[config.mk]
export PLATFORM = sky130hd
export DESIGN_NAME = sd_card_cmd_responder
export DESIGN_NICKNAME = d
export VERILOG_FILES = /design/src/rtl/sd_card_cmd_responder.sv
export SDC_FILE = /design/constraint.sdc
export NUM_CORES = 1
export LEC_CHECK = 0
export BUFFER_PORTS_ARGS = -buffer_cell sky130_fd_sc_hd__buf_2
export CAP_MARGIN = 10
export CORE_AREA = 2 2 167 169
export CTS_CLUSTER_SIZE = 28
export DETAILED_ROUTE_END_ITERATION = 12
export DIE_AREA = 0 0 169 171
export PLACE_DENSITY = 0.84
export SETUP_SLACK_MARGIN = 0.1
export SLEW_MARGIN = 25
export SYNTH_ARGS = -nofsm -noshare
export SYNTH_HDL_FRONTEND = slang
export SYNTH_SLANG_ARGS = --single-unit
[constraint.sdc]
create_clock -name wb_clk -period 11 [get_ports wb_clk]
set_input_delay 2.2 -clock wb_clk [delete_from_list [all_inputs] [get_ports wb_clk]]
set_output_delay 2.2 -clock wb_clk [all_outputs]
set_load 0.01 [all_outputs]
[src/rtl/sd_card_cmd_responder.sv]
// Card-side SD CMD line endpoint: deserialises 48-bit host commands on the oversampled SD clock,
// checks framing/CRC7, hands them to card logic and serialises the 48/136-bit response after Ncr.
module sd_card_cmd_responder #(
  parameter int NCR         = 2,
  parameter int RSP_TIMEOUT = 64
) (
  input  logic         wb_clk,
  input  logic         wb_rst_n,
  input  logic         sd_clk_pad,
  input  logic         sd_cmd_in,
  output logic         sd_cmd_out,
  output logic         sd_cmd_oe,
  output logic         cmd_valid,
  output logic         cmd_err,
  output logic [5:0]   cmd_index,
  output logic [31:0]  cmd_arg,
  output logic         rsp_ready,
  input  logic         rsp_valid,
  input  logic [1:0]   rsp_type,
  input  logic [127:0] rsp_data,
  output logic         busy
);

  typedef enum logic [2:0] {IDLE, RX, CHECK, WAIT_RSP, TX} state_t;
  state_t state, state_nxt;

  // Handshake: a response transfer happens on a wb_clk edge where rsp_valid && rsp_ready;
  // rsp_ready is high in WAIT_RSP until that transfer and low everywhere else.

  logic         clk_s1, clk_s2, clk_s3;
  logic         cmd_s1, cmd_s2;
  logic         rise, fall;
  logic [47:0]  rx_sr;
  logic [5:0]   bit_cnt;
  logic [6:0]   ncr_cnt;
  logic         rsp_taken;
  logic [135:0] tx_sr;
  logic [7:0]   tx_left;
  logic         frame_good, hs, timeout, tx_start;
  logic [39:0]  short_hdr;
  logic [6:0]   short_crc;
  logic [135:0] rsp_frame;

  function automatic logic [6:0] crc7_step(input logic [6:0] c, input logic b);
    logic fb;
    fb = b ^ c[6];
    return {c[5:0], 1'b0} ^ (fb ? 7'h09 : 7'h00);
  endfunction

  function automatic logic [6:0] crc7_40(input logic [39:0] d);
    logic [6:0] c;
    c = 7'h00;
    for (int i = 39; i >= 0; i--) c = crc7_step(c, d[i]);
    return c;
  endfunction

  function automatic logic [6:0] crc7_120(input logic [119:0] d);
    logic [6:0] c;
    c = 7'h00;
    for (int i = 119; i >= 0; i--) c = crc7_step(c, d[i]);
    return c;
  endfunction

  // Clock and CMD go through matched synchronisers so CMD is aligned with the rise event.
  always_ff @(posedge wb_clk or negedge wb_rst_n) begin
    if (!wb_rst_n) begin
      clk_s1 <= 1'b0;
      clk_s2 <= 1'b0;
      clk_s3 <= 1'b0;
      cmd_s1 <= 1'b1;
      cmd_s2 <= 1'b1;
    end else begin
      clk_s1 <= sd_clk_pad;
      clk_s2 <= clk_s1;
      clk_s3 <= clk_s2;
      cmd_s1 <= sd_cmd_in;
      cmd_s2 <= cmd_s1;
    end
  end

  assign rise = clk_s2 & ~clk_s3;
  assign fall = ~clk_s2 & clk_s3;

  assign frame_good = rx_sr[46] && rx_sr[0] && (crc7_40(rx_sr[47:8]) == rx_sr[7:1]);
  assign hs         = rsp_valid && rsp_ready;
  assign timeout    = (state == WAIT_RSP) && !rsp_taken && !hs && (ncr_cnt >= 7'(RSP_TIMEOUT));
  assign tx_start   = (state == WAIT_RSP) && rsp_taken && fall && (ncr_cnt >= 7'(NCR));

  assign short_hdr = {2'b00, rsp_data[37:0]};
  assign short_crc = (rsp_type == 2'd2) ? 7'h7F : crc7_40(short_hdr);
  assign rsp_frame = (rsp_type == 2'd3)
                   ? {2'b00, 6'h3F, rsp_data[127:8], crc7_120(rsp_data[127:8]), 1'b1}
                   : {short_hdr, short_crc, 1'b1, 88'd0};

  always_ff @(posedge wb_clk or negedge wb_rst_n) begin
    if (!wb_rst_n) state <= IDLE;
    else           state <= state_nxt;
  end

  always_comb begin
    state_nxt = state;
    unique case (state)
      IDLE:     if (rise && !cmd_s2) state_nxt = RX;
      RX:       if (rise && bit_cnt == 6'd47) state_nxt = CHECK;
      CHECK:    state_nxt = frame_good ? WAIT_RSP : IDLE;
      WAIT_RSP: begin
        if ((hs && rsp_type == 2'd0) || timeout) state_nxt = IDLE;
        else if (tx_start)                       state_nxt = TX;
      end
      TX:       if (fall && tx_left == 8'd0) state_nxt = IDLE;
      default:  state_nxt = IDLE;
    endcase
  end

  always_comb begin
    rsp_ready = (state == WAIT_RSP) && !rsp_taken;
    busy      = (state != IDLE);
  end

  always_ff @(posedge wb_clk or negedge wb_rst_n) begin
    if (!wb_rst_n) begin
      rx_sr      <= '0;
      bit_cnt    <= '0;
      ncr_cnt    <= '0;
      rsp_taken  <= 1'b0;
      tx_sr      <= '0;
      tx_left    <= '0;
      cmd_valid  <= 1'b0;
      cmd_err    <= 1'b0;
      cmd_index  <= '0;
      cmd_arg    <= '0;
      sd_cmd_out <= 1'b1;
      sd_cmd_oe  <= 1'b0;
    end else begin
      cmd_valid <= 1'b0;
      cmd_err   <= 1'b0;
      unique case (state)
        IDLE: begin
          if (rise && !cmd_s2) begin
            rx_sr   <= '0;
            bit_cnt <= 6'd1;
          end
        end
        RX: begin
          if (rise) begin
            rx_sr   <= {rx_sr[46:0], cmd_s2};
            bit_cnt <= bit_cnt + 6'd1;
          end
        end
        CHECK: begin
          ncr_cnt   <= '0;
          rsp_taken <= 1'b0;
          if (frame_good) begin
            cmd_index <= rx_sr[45:40];
            cmd_arg   <= rx_sr[39:8];
            cmd_valid <= 1'b1;
          end else begin
            cmd_err <= 1'b1;
          end
        end
        WAIT_RSP: begin
          if (rise && ncr_cnt != 7'h7F) ncr_cnt <= ncr_cnt + 7'd1;
          if (hs) begin
            rsp_taken <= 1'b1;
            tx_sr     <= rsp_frame;
            tx_left   <= (rsp_type == 2'd3) ? 8'd135 : 8'd47;
          end
          if (timeout) cmd_err <= 1'b1;
          // The start bit is launched here; tx_left then counts the bits still to send.
          if (tx_start) begin
            sd_cmd_out <= tx_sr[135];
            sd_cmd_oe  <= 1'b1;
            tx_sr      <= {tx_sr[134:0], 1'b0};
          end
        end
        TX: begin
          if (fall) begin
            if (tx_left == 8'd0) begin
              sd_cmd_oe  <= 1'b0;
              sd_cmd_out <= 1'b1;
            end else begin
              sd_cmd_out <= tx_sr[135];
              tx_sr      <= {tx_sr[134:0], 1'b0};
              tx_left    <= tx_left - 8'd1;
            end
          end
        end
        default: ;
      endcase
    end
  end

endmodule

---- After elaboration in Yosys (flattened, before gate mapping) ----
Index checks and enable logic that the tools add are counted.
operators by class
  add/sub/neg operators ................... 3
  order comparisons ....................... 2
  equality and inequality tests ........... 21
  mux-type cells .......................... 240
  bitwise operators ....................... 394
  reduce and logical (&&, ||, !) cells .... 34
operator list
  operator                                   number
  bitwise XOR 7 x 4 -> 7 bit                 189
  two-way mux 4 bit                          198
  two-way mux 136 bit                        4
  case mux 136 bit (2 select lines)          1
  bitwise XOR 1 bit                          186
  two-way mux 134 bit                        1
  two-way mux 48 bit                         2
  case mux 48 bit (2 select lines)           1
  two-way mux 8 bit                          4
  != test 2 bit (second input constant)      9
  bitwise XOR 6 x 4 -> 6 bit                 3
  case mux 8 bit (2 select lines)            1
  AND reduction 4 bit                        4
  two-way mux 3 bit                          5
  case mux 3 bit (5 select lines)            1
  bitwise XOR 5 x 4 -> 5 bit                 3
  logical AND 1 bit                          14
  two-way mux 7 bit                          2
  case mux 7 bit (2 select lines)            1
  two-way mux 6 bit                          2
  case mux 6 bit (2 select lines)            1
  two-way mux 1 bit                          11
  bitwise XOR 1 bit (second input constant)  9
  logical NOT 8 bit                          1
  27 further kinds                           41
storage, ports and cells
  flip-flop bits (word level) ............. 256
  input bits .............................. 135
  output and inout port bits .............. 44
  logic and storage cells ................. 712

---- Logic depth before layout (Yosys ltp) ----
  depth in word-level cells ............... 357
  mapped depth ............................ 14
  gate-level depth less buffers ........... 12

---- Worst setup path before layout ----
OpenSTA, ideal clock, no wires.
  path type ............................... input-to-reg
  start point ............................. input rsp_data[127]
  end point ............................... register tx_sr[4]
  setup time .............................. 0.126 ns
  arrival time ............................ 6.273 ns
  data required time ...................... 10.874 ns
  slack ................................... 4.601 ns
  cell stages on the path ................. 12
  path buffers ............................ 0
  cells stage by stage .................... xnor3_2 > xnor2_1 > xnor3_1 > xnor2_1 > xor3_1 > xnor2_1 > xnor3_1 > xnor2_1 > xnor3_1 > xnor3_1 > xnor2_1 > a221o_1
on the way
  longest elaborated chain between the ends .. 182
  elaborated cells between the ends (all ways) .. 332
  classes of those cells .................. 109 x mux; 223 x bitwise
RTL lines
  element                                                                 RTL line  RTL
  start, declared                                                         20        input logic [127:0] rsp_data,
  two-way mux 4 bit *                                                     47        return {c[5:0], 1'b0} ^ (fb ? 7'h09 : 7'h00);
  bitwise XOR 5 x 4 -> 5 bit *                                            47
  bitwise XOR 6 x 4 -> 6 bit *                                            47
  bitwise XOR 7 x 4 -> 7 bit *                                            47
  bitwise XOR 1 bit / bitwise XOR 7 x 4 -> 7 bit (equally long branches)  46, 47
  two-way mux 4 bit / bitwise XOR 7 x 4 -> 7 bit (equally long branches)  47
  bitwise XOR 7 x 4 -> 7 bit * (4 in series)                              47
  bitwise XOR 1 bit / bitwise XOR 7 x 4 -> 7 bit (equally long branches)  46, 47
  [157 not listed]                                                        n/a
  bitwise XOR 7 x 4 -> 7 bit * (4 in series)                              47
  bitwise XOR 1 bit / bitwise XOR 7 x 4 -> 7 bit (equally long branches)  46, 47
  two-way mux 4 bit / bitwise XOR 7 x 4 -> 7 bit (equally long branches)  47
  bitwise XOR 7 x 4 -> 7 bit * (4 in series)                              47
  two-way mux 134 bit *                                                   92        ? {2'b00, 6'h3F, rsp_data[127:8], crc7_120(rsp_data[127:8]), 1'b1}
  two-way mux 136 bit *                                                   163       if (hs) begin
  two-way mux 136 bit *                                                   170       if (tx_start) begin
  case mux 136 bit (2 select lines) *                                     137       unique case (state)
  end signal, assigned                                                    165       tx_sr <= rsp_frame;
  end signal, assigned                                                    173       tx_sr <= {tx_sr[134:0], 1'b0};
  end signal, assigned                                                    183       tx_sr <= {tx_sr[134:0], 1'b0};
  end, declared                                                           37        logic [135:0] tx_sr;
Every way passes the cells marked *; elsewhere a longest branch is shown, timed or not. The select of a mux whose other input is x is not followed.
A chain may end at the register's enable or synchronous reset.

---- Worst setup path in the final report ----
  start point ............................. input rsp_data[126]
  end point ............................... register tx_sr[4]
on the way
  longest elaborated chain between the ends .. 181
  elaborated cells between the ends (all ways) .. 331
  classes of those cells .................. 108 x mux; 223 x bitwise
RTL lines
  element                                                                 RTL line  RTL
  bitwise XOR 1 bit *                                                     46        fb = b ^ c[6];
  two-way mux 4 bit *                                                     47
  bitwise XOR 5 x 4 -> 5 bit *                                            47
  bitwise XOR 6 x 4 -> 6 bit *                                            47
  bitwise XOR 7 x 4 -> 7 bit * (2 in series)                              47
  bitwise XOR 1 bit / bitwise XOR 7 x 4 -> 7 bit (equally long branches)  46, 47
  two-way mux 4 bit / bitwise XOR 7 x 4 -> 7 bit (equally long branches)  47
  bitwise XOR 7 x 4 -> 7 bit * (4 in series)                              47
  [152 not listed]                                                        n/a
  bitwise XOR 7 x 4 -> 7 bit * (7 in series)                              47
  bitwise XOR 1 bit / bitwise XOR 7 x 4 -> 7 bit (equally long branches)  46, 47
  two-way mux 4 bit / bitwise XOR 7 x 4 -> 7 bit (equally long branches)  47
  bitwise XOR 7 x 4 -> 7 bit * (4 in series)                              47
  two-way mux 134 bit *                                                   92
  two-way mux 136 bit *                                                   163
  two-way mux 136 bit *                                                   170
  case mux 136 bit (2 select lines) *                                     137
Marks and branches as above.

==> results.cfg <==
[run_status]
status = completed

[logic_synthesis]
syn_nets = 1900
avgSynthCellArea_um2 = 9.13
synth_cells = 1761
ys_ff_latch = 256
synth_area_um2 = 16100
yosysSeqAreaShare = 0.399
synth_mux_area_frac = 0.00132
synth.most_common_cell = nand2_1
synth_area_leaders = dfrtp_1, xnor2_1, nand2_1
synth_xor_area_frac = 0.283
async_flop_share = 1.00
synth-compound-area-share = 0.0952
synthTopCellsByCount = nand2_1, dfrtp_1, xnor2_1
synth_top_area_cell = dfrtp_1
ys_warn_count = 0
synth_edf_count = 0
ys.flop_type = dfrtp_1
synth_top_family_by_area = XOR/XNOR gates
synth_top_area_share = 0.394
synth-simple-area-share = 0.191
yosysUniqueCellTypes = 56
synth_fa_ha_area_frac = 0.00311

[placement]
hpwl_um = 30500
place_congestion = 0.973
io_buffers = 178

[floorplan]
die_y_um = 171
io_pins = 179
start_util = 0.588
dieArea_um2 = 28900
placementRows = 61
coreArea_um2 = 27300
die_w_um = 169

[drt]
drc = 0
drt_iter0_drc = 1327
antenna_left = 0
vias_per_cell = 5.92
wl_um = 42400
via_count = 13278
wire_per_inst_um = 18.9
dr.pass1.iters = 7

[critical_path]
cp.arrival_ns = 7.15
crit_type = input pin to flip-flop
critical_path_required_ns = 11.43
path_cells = buf_2, xnor2_1, xnor3_1, xnor3_1, xnor3_1, xnor3_1, xor3_2, xnor3_2, xnor2_1, xnor3_1, xnor3_1, xnor2_1, a221o_1
max_stage_delay_ns = 0.68
cpMostUsedCell = xnor3_1
slowest_stage = xnor3_1
end_kind = flip-flop
crit_path_start_kind = input pin
rrSetupSlack_ns = 6.81
worstPathMaxFanout = 7

[grt]
grt_pass1_vias = 12598
grt_max_degree = 128
grt_overflow = 0
grt_pass1_wl_um = 67000
grt.total_usage = 0.295
antenna_found_initial = 2

[clock_network]
htreeDepth = 1
cts_tree = yes
post_cts_buffers = 0
clockRootBuffer = clkbuf_16
clk_path_buf_depth = 3
hold_buffers = 0
clock-sinks = 256
clkTransAtPathRegs_ns = 0.06
cts_buffers = 27
ctsResizeCount = 0
worst_skew_pair.late_latency_ns = 0.56

[sta]
rsz0062_at_grt = false
period_share = 0.610
hold_viol = 0
slew_headroom = 0.277
setup_violations = 0
slew_violations = 0
worst_slew_pin_slew_ns = 1.08
clock.fmax_ghz = 0.149
fin_tns_setup_ns = 0
clock_skew_ns = 0.0213
finalCriticalPeriod_ns = 6.71

[min_path]
min_path_type = flip-flop to flip-flop

[final_layout]
fin_nets = 2012
num-fill-cells = 2160
drive_above_1_share = 0.149
syn2layout_area_growth_pct = 12.5

[flow_run]
cap_violations = 0
## critical path: cells and delay by family
family	cells	cell delay, ns
xor+xnor	11	4.50
compound gates	1	0.31
buf+inv	1	0.13
## flip-flops by register name, indices dropped and copies added (netlist names)
signal,count
clk_s3,1
cmd_s1,1
sd_cmd_out,1
state,3
cmd_arg,32
ncr_cnt,7
cmd_err,1
cmd_index,6
tx_sr,136
bit_cnt,6
sd_cmd_oe,1
clk_s2,1
rx_sr,48
tx_left,8
cmd_s2,1
rsp_taken,1
cmd_valid,1
clk_s1,1
## area by class of cell
cell class                 count  area, µm²  area share
clock buffer                  41        788      0.0436
tap                          346        433      0.0239
antenna                        2       5.00    0.000277
sequential                   256       6410       0.354
clock inverter                 9        111     0.00616
inverter                       7       26.3     0.00145
multi-input combinational   1388       9270       0.513
timing repair buffer         193       1040      0.0574
## final timing paths
path | from | end | cells past startpoint
hold / removal | clk_s1 | clk_s2 | 0
max in group asynchronous | wb_rst_n | cmd_arg[5] | 3
setup reg to reg | rx_sr[41] | cmd_index[0] | 12
min in group asynchronous | wb_rst_n | tx_sr[93] | 1
setup / recovery | rsp_data[126] | tx_sr[4] | 13
hold reg to reg | clk_s1 | clk_s2 | 0
## logic make-up after synthesis
logic type,after synthesis
adder cells (fa/ha/maj),4
buffers and inverters,117
AO/OA/AOI/OAI,263
XOR/XNOR,380
flip-flops,256
multiplexers,2
AND/OR/NAND/NOR,739
## metrics by stage
| stage | hold WS, ns | std cells | worst slack [ns] | util | cell area, µm² |
|---|---|---|---|---|---|
| 2_1_floorplan | 0.331 | 1761 | 4.60 | - | 16100 |
| 3_3_place_gp | 0.337 | 2189 | 3.95 | 0.627 | 17100 |
| 3_5_place_dp | 0.346 | 2189 | 3.78 | 0.627 | 17100 |
| 4_1_cts | 0.357 | 2239 | 4.35 | 0.660 | 18000 |
| 5_1_grt | 0.366 | 2242 | 4.18 | 0.662 | 18100 |
| 6_report | 0.355 | 2242 | 4.29 | 0.662 | 18100 |
## per-layer routing
layer | wire length (µm) | global-route usage
met1 | 17100 | 0.382
met2 | 20500 | 0.496
met3 | 2790 | 0.0477
met5 | 0 | 0
met4 | 1990 | 0.123
## cells in the final DEF (no fill, tap or decap), types with 5 or more instances in the layout
master and instances:
buf_2 177, nand2b_1 8, xor3_1 6, xnor3_2 9, xnor3_1 52, inv_1 7, buf_4 13, xor2_1 69
clkbuf_16 27, o221ai_1 5, and3_1 6, clkbuf_8 6, o21ai_0 58, xnor3_4 8, nand2_1 430, a21oi_1 86
xnor2_2 8, nor2_1 118, nor3_1 11, or3_1 10, clkbuf_1 8, dfrtp_1 253, a31oi_1 89, xnor2_1 223
nand3_1 134
Power is left out: the tool's default activity adds up to more than one toggle a clock period on the data nets, which glitch-free logic cannot reach.
